--- src/rtl/ftdi_tx_framer_if.sv ---
// Byte-stream handshake bundle between the user source, the framer and the ftdi_245fifo send port.
// "it*" is the raw payload stream into the framer, "ot*" is the framed stream out of it.
interface ftdi_tx_framer_if;
    logic       itvalid;
    logic       itready;
    logic [7:0] itdata;
    logic       otvalid;
    logic       otready;
    logic [7:0] otdata;

    modport master (
        output itvalid, itdata, otready,
        input  itready, otvalid, otdata
    );

    modport slave (
        input  itvalid, itdata, otready,
        output itready, otvalid, otdata
    );
endinterface

--- src/rtl/ftdi_tx_framer.sv ---
// Wraps a raw byte stream into frames: SYNC0 SYNC1 SEQ payload[PAYLOAD_LEN] CHK.
// CHK is the 8-bit sum of SEQ and the payload bytes; frames start only when payload is pending.
module ftdi_tx_framer #(
    parameter int         PAYLOAD_LEN = 256,
    parameter logic [7:0] SYNC0       = 8'hA5,
    parameter logic [7:0] SYNC1       = 8'h5A
) (
    input  logic                clk,
    input  logic                rst,
    ftdi_tx_framer_if.slave     s_if,
    output logic [15:0]         frame_cnt
);

    localparam int                 CNT_W    = $clog2(PAYLOAD_LEN + 1);
    localparam logic [CNT_W-1:0]   LAST_IDX = CNT_W'(PAYLOAD_LEN - 1);

    // States are named by the next byte to be loaded into the output register.
    typedef enum logic [2:0] {
        IDLE,
        S1,
        SEQ,
        PAY,
        CHK
    } state_t;

    state_t           r_state;
    state_t           w_state_nxt;
    logic             r_otvalid;
    logic             w_otvalid_nxt;
    logic [7:0]       r_otdata;
    logic [7:0]       w_otdata_nxt;
    logic [7:0]       r_seq;
    logic [7:0]       w_seq_nxt;
    logic [7:0]       r_sum;
    logic [7:0]       w_sum_nxt;
    logic [CNT_W-1:0] r_cnt;
    logic [CNT_W-1:0] w_cnt_nxt;
    logic             r_chk_out;
    logic             w_chk_out_nxt;
    logic [15:0]      r_frame_cnt;
    logic             w_slot_free;
    logic             w_itready;

    assign w_slot_free = !r_otvalid || s_if.otready;

    always_comb begin
        w_state_nxt   = r_state;
        w_otvalid_nxt = r_otvalid && !s_if.otready;
        w_otdata_nxt  = r_otdata;
        w_seq_nxt     = r_seq;
        w_sum_nxt     = r_sum;
        w_cnt_nxt     = r_cnt;
        w_chk_out_nxt = r_chk_out;
        w_itready     = 1'b0;
        case (r_state)
            IDLE: begin
                if (w_slot_free && s_if.itvalid) begin
                    w_otvalid_nxt = 1'b1;
                    w_otdata_nxt  = SYNC0;
                    w_chk_out_nxt = 1'b0;
                    w_state_nxt   = S1;
                end
            end
            S1: begin
                if (w_slot_free) begin
                    w_otvalid_nxt = 1'b1;
                    w_otdata_nxt  = SYNC1;
                    w_chk_out_nxt = 1'b0;
                    w_state_nxt   = SEQ;
                end
            end
            SEQ: begin
                if (w_slot_free) begin
                    w_otvalid_nxt = 1'b1;
                    w_otdata_nxt  = r_seq;
                    w_sum_nxt     = r_seq;
                    w_chk_out_nxt = 1'b0;
                    w_state_nxt   = PAY;
                end
            end
            PAY: begin
                w_itready = w_slot_free;
                if (w_slot_free && s_if.itvalid) begin
                    w_otvalid_nxt = 1'b1;
                    w_otdata_nxt  = s_if.itdata;
                    w_sum_nxt     = r_sum + s_if.itdata;
                    w_cnt_nxt     = r_cnt + CNT_W'(1);
                    w_chk_out_nxt = 1'b0;
                    if (r_cnt == LAST_IDX) begin
                        w_state_nxt = CHK;
                    end
                end
            end
            CHK: begin
                if (w_slot_free) begin
                    w_otvalid_nxt = 1'b1;
                    w_otdata_nxt  = r_sum;
                    w_seq_nxt     = r_seq + 8'd1;
                    w_cnt_nxt     = '0;
                    w_chk_out_nxt = 1'b1;
                    w_state_nxt   = IDLE;
                end
            end
            default: begin
                w_state_nxt = IDLE;
            end
        endcase
    end

    always_ff @(posedge clk) begin
        if (rst) begin
            r_state   <= IDLE;
            r_otvalid <= 1'b0;
            r_otdata  <= 8'h00;
            r_seq     <= 8'h00;
            r_sum     <= 8'h00;
            r_cnt     <= '0;
            r_chk_out <= 1'b0;
        end else begin
            r_state   <= w_state_nxt;
            r_otvalid <= w_otvalid_nxt;
            r_otdata  <= w_otdata_nxt;
            r_seq     <= w_seq_nxt;
            r_sum     <= w_sum_nxt;
            r_cnt     <= w_cnt_nxt;
            r_chk_out <= w_chk_out_nxt;
        end
    end

    // A frame counts as emitted only once its CHK byte is taken downstream.
    always_ff @(posedge clk) begin
        if (rst) begin
            r_frame_cnt <= 16'h0000;
        end else if (r_otvalid && s_if.otready && r_chk_out) begin
            r_frame_cnt <= r_frame_cnt + 16'd1;
        end
    end

    assign s_if.itready = w_itready;
    assign s_if.otvalid = r_otvalid;
    assign s_if.otdata  = r_otdata;
    assign frame_cnt    = r_frame_cnt;

endmodule
--- src/flat_wrapper.sv ---
// flat-port wrapper written by rule: the top's interface ports become plain ports
module ftdi_tx_framer_flat 
#(
    parameter int         PAYLOAD_LEN = 256,
    parameter logic [7:0] SYNC0       = 8'hA5,
    parameter logic [7:0] SYNC1       = 8'h5A
)
  (clk, rst, frame_cnt, s_if_itvalid, s_if_itdata, s_if_otready, s_if_itready, s_if_otvalid, s_if_otdata);
  ftdi_tx_framer_if s_if_i ();
  input  logic clk;
  input  logic rst;
  output logic [15:0] frame_cnt;
  input wire logic [$bits(s_if_i.itvalid)-1:0] s_if_itvalid;
  input wire logic [$bits(s_if_i.itdata)-1:0] s_if_itdata;
  input wire logic [$bits(s_if_i.otready)-1:0] s_if_otready;
  output wire logic [$bits(s_if_i.itready)-1:0] s_if_itready;
  output wire logic [$bits(s_if_i.otvalid)-1:0] s_if_otvalid;
  output wire logic [$bits(s_if_i.otdata)-1:0] s_if_otdata;
  assign s_if_i.itvalid = s_if_itvalid;
  assign s_if_i.itdata = s_if_itdata;
  assign s_if_i.otready = s_if_otready;
  assign s_if_itready = s_if_i.itready;
  assign s_if_otvalid = s_if_i.otvalid;
  assign s_if_otdata = s_if_i.otdata;
  ftdi_tx_framer #(.PAYLOAD_LEN(PAYLOAD_LEN), .SYNC0(SYNC0), .SYNC1(SYNC1)) u_core (.clk(clk), .rst(rst), .s_if(s_if_i), .frame_cnt(frame_cnt));
endmodule
--- config.mk ---
export PLATFORM = sky130hd
export DESIGN_NAME = ftdi_tx_framer_flat
export DESIGN_NICKNAME = d
export VERILOG_FILES = /design/src/rtl/ftdi_tx_framer_if.sv /design/src/rtl/ftdi_tx_framer.sv /design/src/flat_wrapper.sv
export SDC_FILE = /design/constraint.sdc
export NUM_CORES = 1
export LEC_CHECK = 0
export BUFFER_PORTS_ARGS = -buffer_cell sky130_fd_sc_hd__buf_2
export CAP_MARGIN = 20
export CORE_ASPECT_RATIO = 0.5
export CORE_UTILIZATION = 26
export DETAILED_ROUTE_END_ITERATION = 12
export GPL_ROUTABILITY_DRIVEN = 0
export SYNTH_ARGS = -nofsm -noshare
export SYNTH_HDL_FRONTEND = slang
export SYNTH_SLANG_ARGS = --single-unit
--- constraint.sdc ---
create_clock -name clk -period 2.35 [get_ports clk]
set_clock_uncertainty 0.1 [all_clocks]
set_input_delay 0.3525 -clock clk [delete_from_list [all_inputs] [get_ports clk]]
set_output_delay 0.3525 -clock clk [all_outputs]
set_load 0.005 [all_outputs]
# --- Yosys cells after proc, flatten, opt, wreduce, memory -nomap -nowiden ---
# Index checks and enable logic that the tools add are counted.
word_totals:
  ff_bits: 54
  wordCells: 72
  out_inout_bits: 26
  in_bits: 12
classes:
  n_reduce_logical: 21
  n_addsub: 4
  n_eq_ne: 13
  mux: 26
op_table:
  columns: ["operator", "count"]
  rows:
  - ["$mux 8", 6]
  - ["$pmux 8 s5", 1]
  - ["$mux 3", 6]
  - ["$mux 9", 2]
  - ["$pmux 9 s2", 1]
  - ["$add 16x1->16 const B", 1]
  - ["$ne 2x1->1 const B", 8]
  - ["$pmux 8 s2", 1]
  - ["$pmux 3 s5", 1]
  - ["$reduce_and 6->1", 2]
  - ["$add 9x1->9 const B", 1]
  - ["$eq 9x8->1 const B", 1]
  - ["$add 8x1->8 const B", 1]
  - ["$add 8x8->8", 1]
  - ["$eq 3x2->1 const B", 2]
  - ["$mux 1", 6]
  - ["$reduce_and 3->1", 2]
  - ["$reduce_bool 5->1", 1]
  - ["$logic_and 1x1->1", 4]
  - ["$reduce_and 4->1", 1]
  - ["$reduce_bool 2->1", 2]
  - ["$reduce_or 2->1", 2]
  - ["$eq 3x1->1 const B", 1]
  - ["$eq 3x3->1 const B", 1]
  - ["8 further kinds", 9]

# --- Logic depth before layout (Yosys ltp) ---
logic_depth:
  depth_word: 5
  depth_mapped: 8
  mapped_depth_nobuf: 8

# --- Worst setup path before layout ---
# No wires, ideal clock.
synth_path:
  path_kind: "input -> register"
  startpoint: "input port s_if_itdata[0]"
  endpoint: "register u_core.r_sum[4]"
  path_slack_ps: 538
  path_buffers: 0
  t_arrival_ps: 1621
  setup_ps: 91
  t_required_ps: 2159
  stages: 8
  path_cell_list: "ha_1 -> inv_1 -> fa_1 -> nor2b_1 -> o21a_1 -> or3_1 -> nand3_1 -> a311oi_1"
synth_between:
  elab_chain_len: 3
synth_rtl:
  columns: ["element", "line_no", "rtl"]
  rows:
  - ["start, declared", "flat_wrapper.sv:14", "input wire logic [$bits(s_if_i.itdata)-1:0] s_if_itdata;"]
  - ["$add 8x8->8", "ftdi_tx_framer.sv:86", "w_sum_nxt = r_sum + s_if.itdata;"]
  - ["$mux 8", "ftdi_tx_framer.sv:83", "if (w_slot_free && s_if.itvalid) begin"]
  - ["$pmux 8 s2", "ftdi_tx_framer.sv:55", "case (r_state)"]
  - ["end signal, assigned", "ftdi_tx_framer.sv:124", "r_sum <= w_sum_nxt;"]
  - ["end, declared", "ftdi_tx_framer.sv:34", "logic [7:0] r_sum;"]
# No other way between the ends. The select of a mux whose other input is x is not followed.
# A chain may end at the register's enable or synchronous reset.

# --- Worst setup path after layout ---
layout_path:
  startpoint: "register u_core.r_state[1]"
  endpoint: "output port s_if_itready"
layout_between:
  elab_chain_len: 2
layout_rtl:
  columns: ["element", "line_no", "rtl"]
  rows:
  - ["start, declared", "ftdi_tx_framer.sv:26", "state_t r_state;"]
  - ["start signal, assigned", "ftdi_tx_framer.sv:120", "r_state <= w_state_nxt;"]
  - ["$eq 3x2->1", "ftdi_tx_framer.sv:55", null]
  - ["$mux 1", "ftdi_tx_framer.sv:55", null]
  - ["end, declared", "flat_wrapper.sv:16", "output wire logic [$bits(s_if_i.itready)-1:0] s_if_itready;"]
# No other way between the ends.

==> results.py <==
metrics = {
    "pwr": {
        "swShare_pct": 27.96,
        "seqPwrFrac_pct": 48.1,
        "irDropWorstVdd_uv": 335.2,
        "power.switching_uw": 574.4,
        "clkPwrFrac_pct": 37.7,
        "p_per_area_nw_per_um2": 608.7,
        "total_leakage_power_uw": 0.001318,
        "p_comb_share_pct": 14.2,
        "internal_power_uw": 1480,
    },
    "route": {
        "drt_iter0_drc": 117,
        "routed_wl_um": 6841,
        "routed_via_density": 4.853,
        "drcViolationCount": 0,
        "final_antenna_net_count": 0,
        "wl_per_cell_um": 12.93,
        "num_vias": 2567,
        "dr.pass1.iters": 5,
    },
    "synth": {
        "synth_cell_types": 47,
        "synth_enable_flop_cells": 0,
        "syn-instance-count": 353,
        "synth-seq-area-share_pct": 37.57,
        "post-synth-top-count-cell": "nor2_1",
        "synth-seq-cells": 54,
        "syn_nets": 377,
        "synth_ff_type": "dfxtp_1",
        "avgSynthCellArea_um2": 8.152,
        "yosys-top-cells-area": "dfxtp_1, nor2_1, xor2_1",
        "synth_area_leader_cell": "dfxtp_1",
        "yosysTopAreaCellShare_pct": 37.57,
        "yosys_warnings": 0,
        "async_reset_ff_share_pct": 0,
        "syn_area_um2": 2878,
        "ys_top_cells_by_count": "nor2_1, dfxtp_1, nand2_1, xor2_1, nand3_1",
    },
    "global_route": {
        "grt_max_degree": 31,
        "first_global_vias": 2316,
        "antenna_found_initial": 0,
        "grt_pass1_wl_um": 11630,
        "track_usage_pct": 12.37,
        "overflow": 0,
    },
    "critical_path": {
        "cp.arrival_ps": 1560,
        "critPathTopFamily": "flip-flops",
        "cp_data_required_time_ps": 1900,
        "r2r_slack_ps": 360,
        "worstSetupEndpoint": "s_if_itready",
        "reg2reg_from": "u_core.r_sum[0]",
        "crit_path_end_kind": "output pin",
        "cp.depth": 4,
        "crit_fanout": 16,
        "critPathSlowestCell": "dfxtp_1",
        "cpPeakStageDelay_ps": 630,
        "startpoint": "u_core.r_state[1]",
        "reg2reg_depth": 8,
        "path_buf_inv": 2,
        "crit_path_cell_trace": "nand3b_1 -> buf_4 -> nor2_1 -> buf_2",
        "r2r-end": "u_core.r_sum[4]",
        "start_kind": "flip-flop",
        "path_class": "flip-flop to output pin",
    },
    "clock_tree": {
        "cts_hold_buf": 0,
        "post_cts.repair.setup_buffers": 0,
        "htree_levels": 2,
        "clockRootBuffer": "clkbuf_16",
        "clkTransAtPathRegs_ps": 80,
        "tritoncts.num_buffers": 5,
        "clockBufferDepth": 2,
        "clkLatencyLatePin_ps": 290,
        "post_cts_resized": 0,
        "cts_tree": "yes",
        "cts_sinks": 54,
    },
    "sta": {
        "rsz0062_at_grt": "no",
        "worstMarginPinSlew_ps": 600.0,
        "hold_violations": 0,
        "finalSetupViolations": 0,
        "tns_ps": 0,
        "max_freq_mhz": 497.2,
        "fin_crit_sh_pct": 85.59,
        "drv_slew": 0,
        "period_minus_slack_ps": 2011,
        "slew_headroom_pct": 59.63,
        "fin_hold_ws_ps": 275.3,
    },
    "placed_design": {
        "placed_cells": 521,
        "place_area_um2": 3221,
        "hpwl_um": 5060,
        "port_buffers": 37,
    },
    "cells_and_area": {
        "syn_to_final_growth_pct": 17.26,
        "utilization_pct": 32.21,
        "drive_gt1_share_pct": 15.17,
        "nets": 412,
        "final_cells": 529,
        "postLayoutCellArea_um2": 3374,
        "num_antenna_cells": 0,
    },
    "run_status": {
        "status": "finished, final reports clean",
    },
    "floorplanning": {
        "die_h_um": 76.39,
        "num_rows": 26,
        "start_util_pct": 27.47,
        "io_pins": 38,
        "dieArea_um2": 11520,
        "die_x_um": 150.8,
        "coreArea_um2": 10480,
    },
    "job": {
        "drv_cap": 0,
    },
    "hold_path": {
        "worstHoldStart": "s_if_itdata[7]",
        "hold_class": "primary input to flip-flop",
    },
}
## worst min path at each step
| stage | end | depth (start not counted) |
|---|---|---|
| after floorplan | u_core.r_chk_out | 2 |
| after global placement | u_core.s_if.otdata[3] | 1 |
| after detailed placement | u_core.s_if.otdata[3] | 1 |
| after CTS | u_core.r_sum[7] | 3 |
| after global routing | u_core.r_sum[7] | 3 |
| final | u_core.r_sum[7] | 3 |
## worst reg2reg max path: cells and delay by family (launching register included)
family                   cells  cell delay (ps)
buffers and inverters        1               70
AND/OR/NAND/NOR              3              360
AO/OA/AOI/OAI                2              440
adder cells (fa/ha/maj)      2              590
flip-flops                   1              360
## registers in the layout, indices dropped and copies added (netlist names)
register / cells
u_core.r_chk_out: 1
u_core.s_if.otdata: 8
u_core.r_cnt: 9
u_core.r_seq: 8
u_core.r_sum: 8
u_core.frame_cnt: 16
u_core.s_if.otvalid: 1
u_core.r_state: 3
## routing by layer
| layer | GRT usage, % | share of wire (%) | vias up |
|---|---|---|---|
| li1 | - | - | 1320 |
| met1 | 17.55 | 51 | 1196 |
| met2 | 19.54 | 45 | 44 |
| met3 | 2.036 | 3.0 | 7 |
| met4 | 2.600 | 1.0 | 0 |
| met5 | 0 | 0 | - |
## per-stage QoR
stage	setup WS [ps]	total power, uW
6_report	338.6	2054
5_1_grt	156.3	2150
4_1_cts	324.6	2082
3_5_place_dp	283.0	1300
3_3_place_gp	300.7	1295
2_1_floorplan	538.5	1204
## placed cells by master, fill, tap and decap left out, types with 3 or more instances in the layout
cell        n
mux2i_1     5
or3_1       3
nor2_1     61
a22o_1      4
nand3_1    15
ha_1       11
clkbuf_16   5
o211ai_1    4
o21ai_0    12
a311oi_1    3
buf_4       7
inv_1       5
nand4_1    12
nor2b_1     9
and3_1     11
dfxtp_1    54
a22oi_1     4
xnor2_1     7
buf_2      37
xor2_1     21
a21oi_1    13
a211oi_1    4
o22ai_1     5
nor4_1      5
nor3_1      8
o31ai_1     3
nand2_1    31
## cell type report
type                            instances  area (um2)
Fill cell                            1119        7101
Multi-Input combinational cell        278        1708
Sequential cell                        54        1081
Timing Repair Buffer                   44       237.7
Tap cell                              140       175.2
Clock buffer                            5       125.1
Clock inverter                          3       28.78
Inverter                                5       18.77
## cells by family after synthesis
logic type / Yosys count / share of synthesized area (%)
XOR/XNOR: 28 / 8.522
buffers and inverters: 21 / 3.087
AND/OR/NAND/NOR: 172 / 29.30
multiplexers: 5 / 1.739
flip-flops: 54 / 37.57
AO/OA/AOI/OAI: 61 / 14.30
adder cells (fa/ha/maj): 12 / 5.478
## power by group through the flow
| stage | logic, uW | clock network (uW) | registers [uW] |
|---|---|---|---|
| after floorplan | 213 | 0 | 992 |
| after CTS | 293 | 803 | 987 |
| after detailed placement | 292 | 0 | 1010 |
| final | 292 | 775 | 987 |
| after global placement | 287 | 0 | 1010 |
| after global routing | 327 | 829 | 994 |
(Power assumes the default switching activity.)
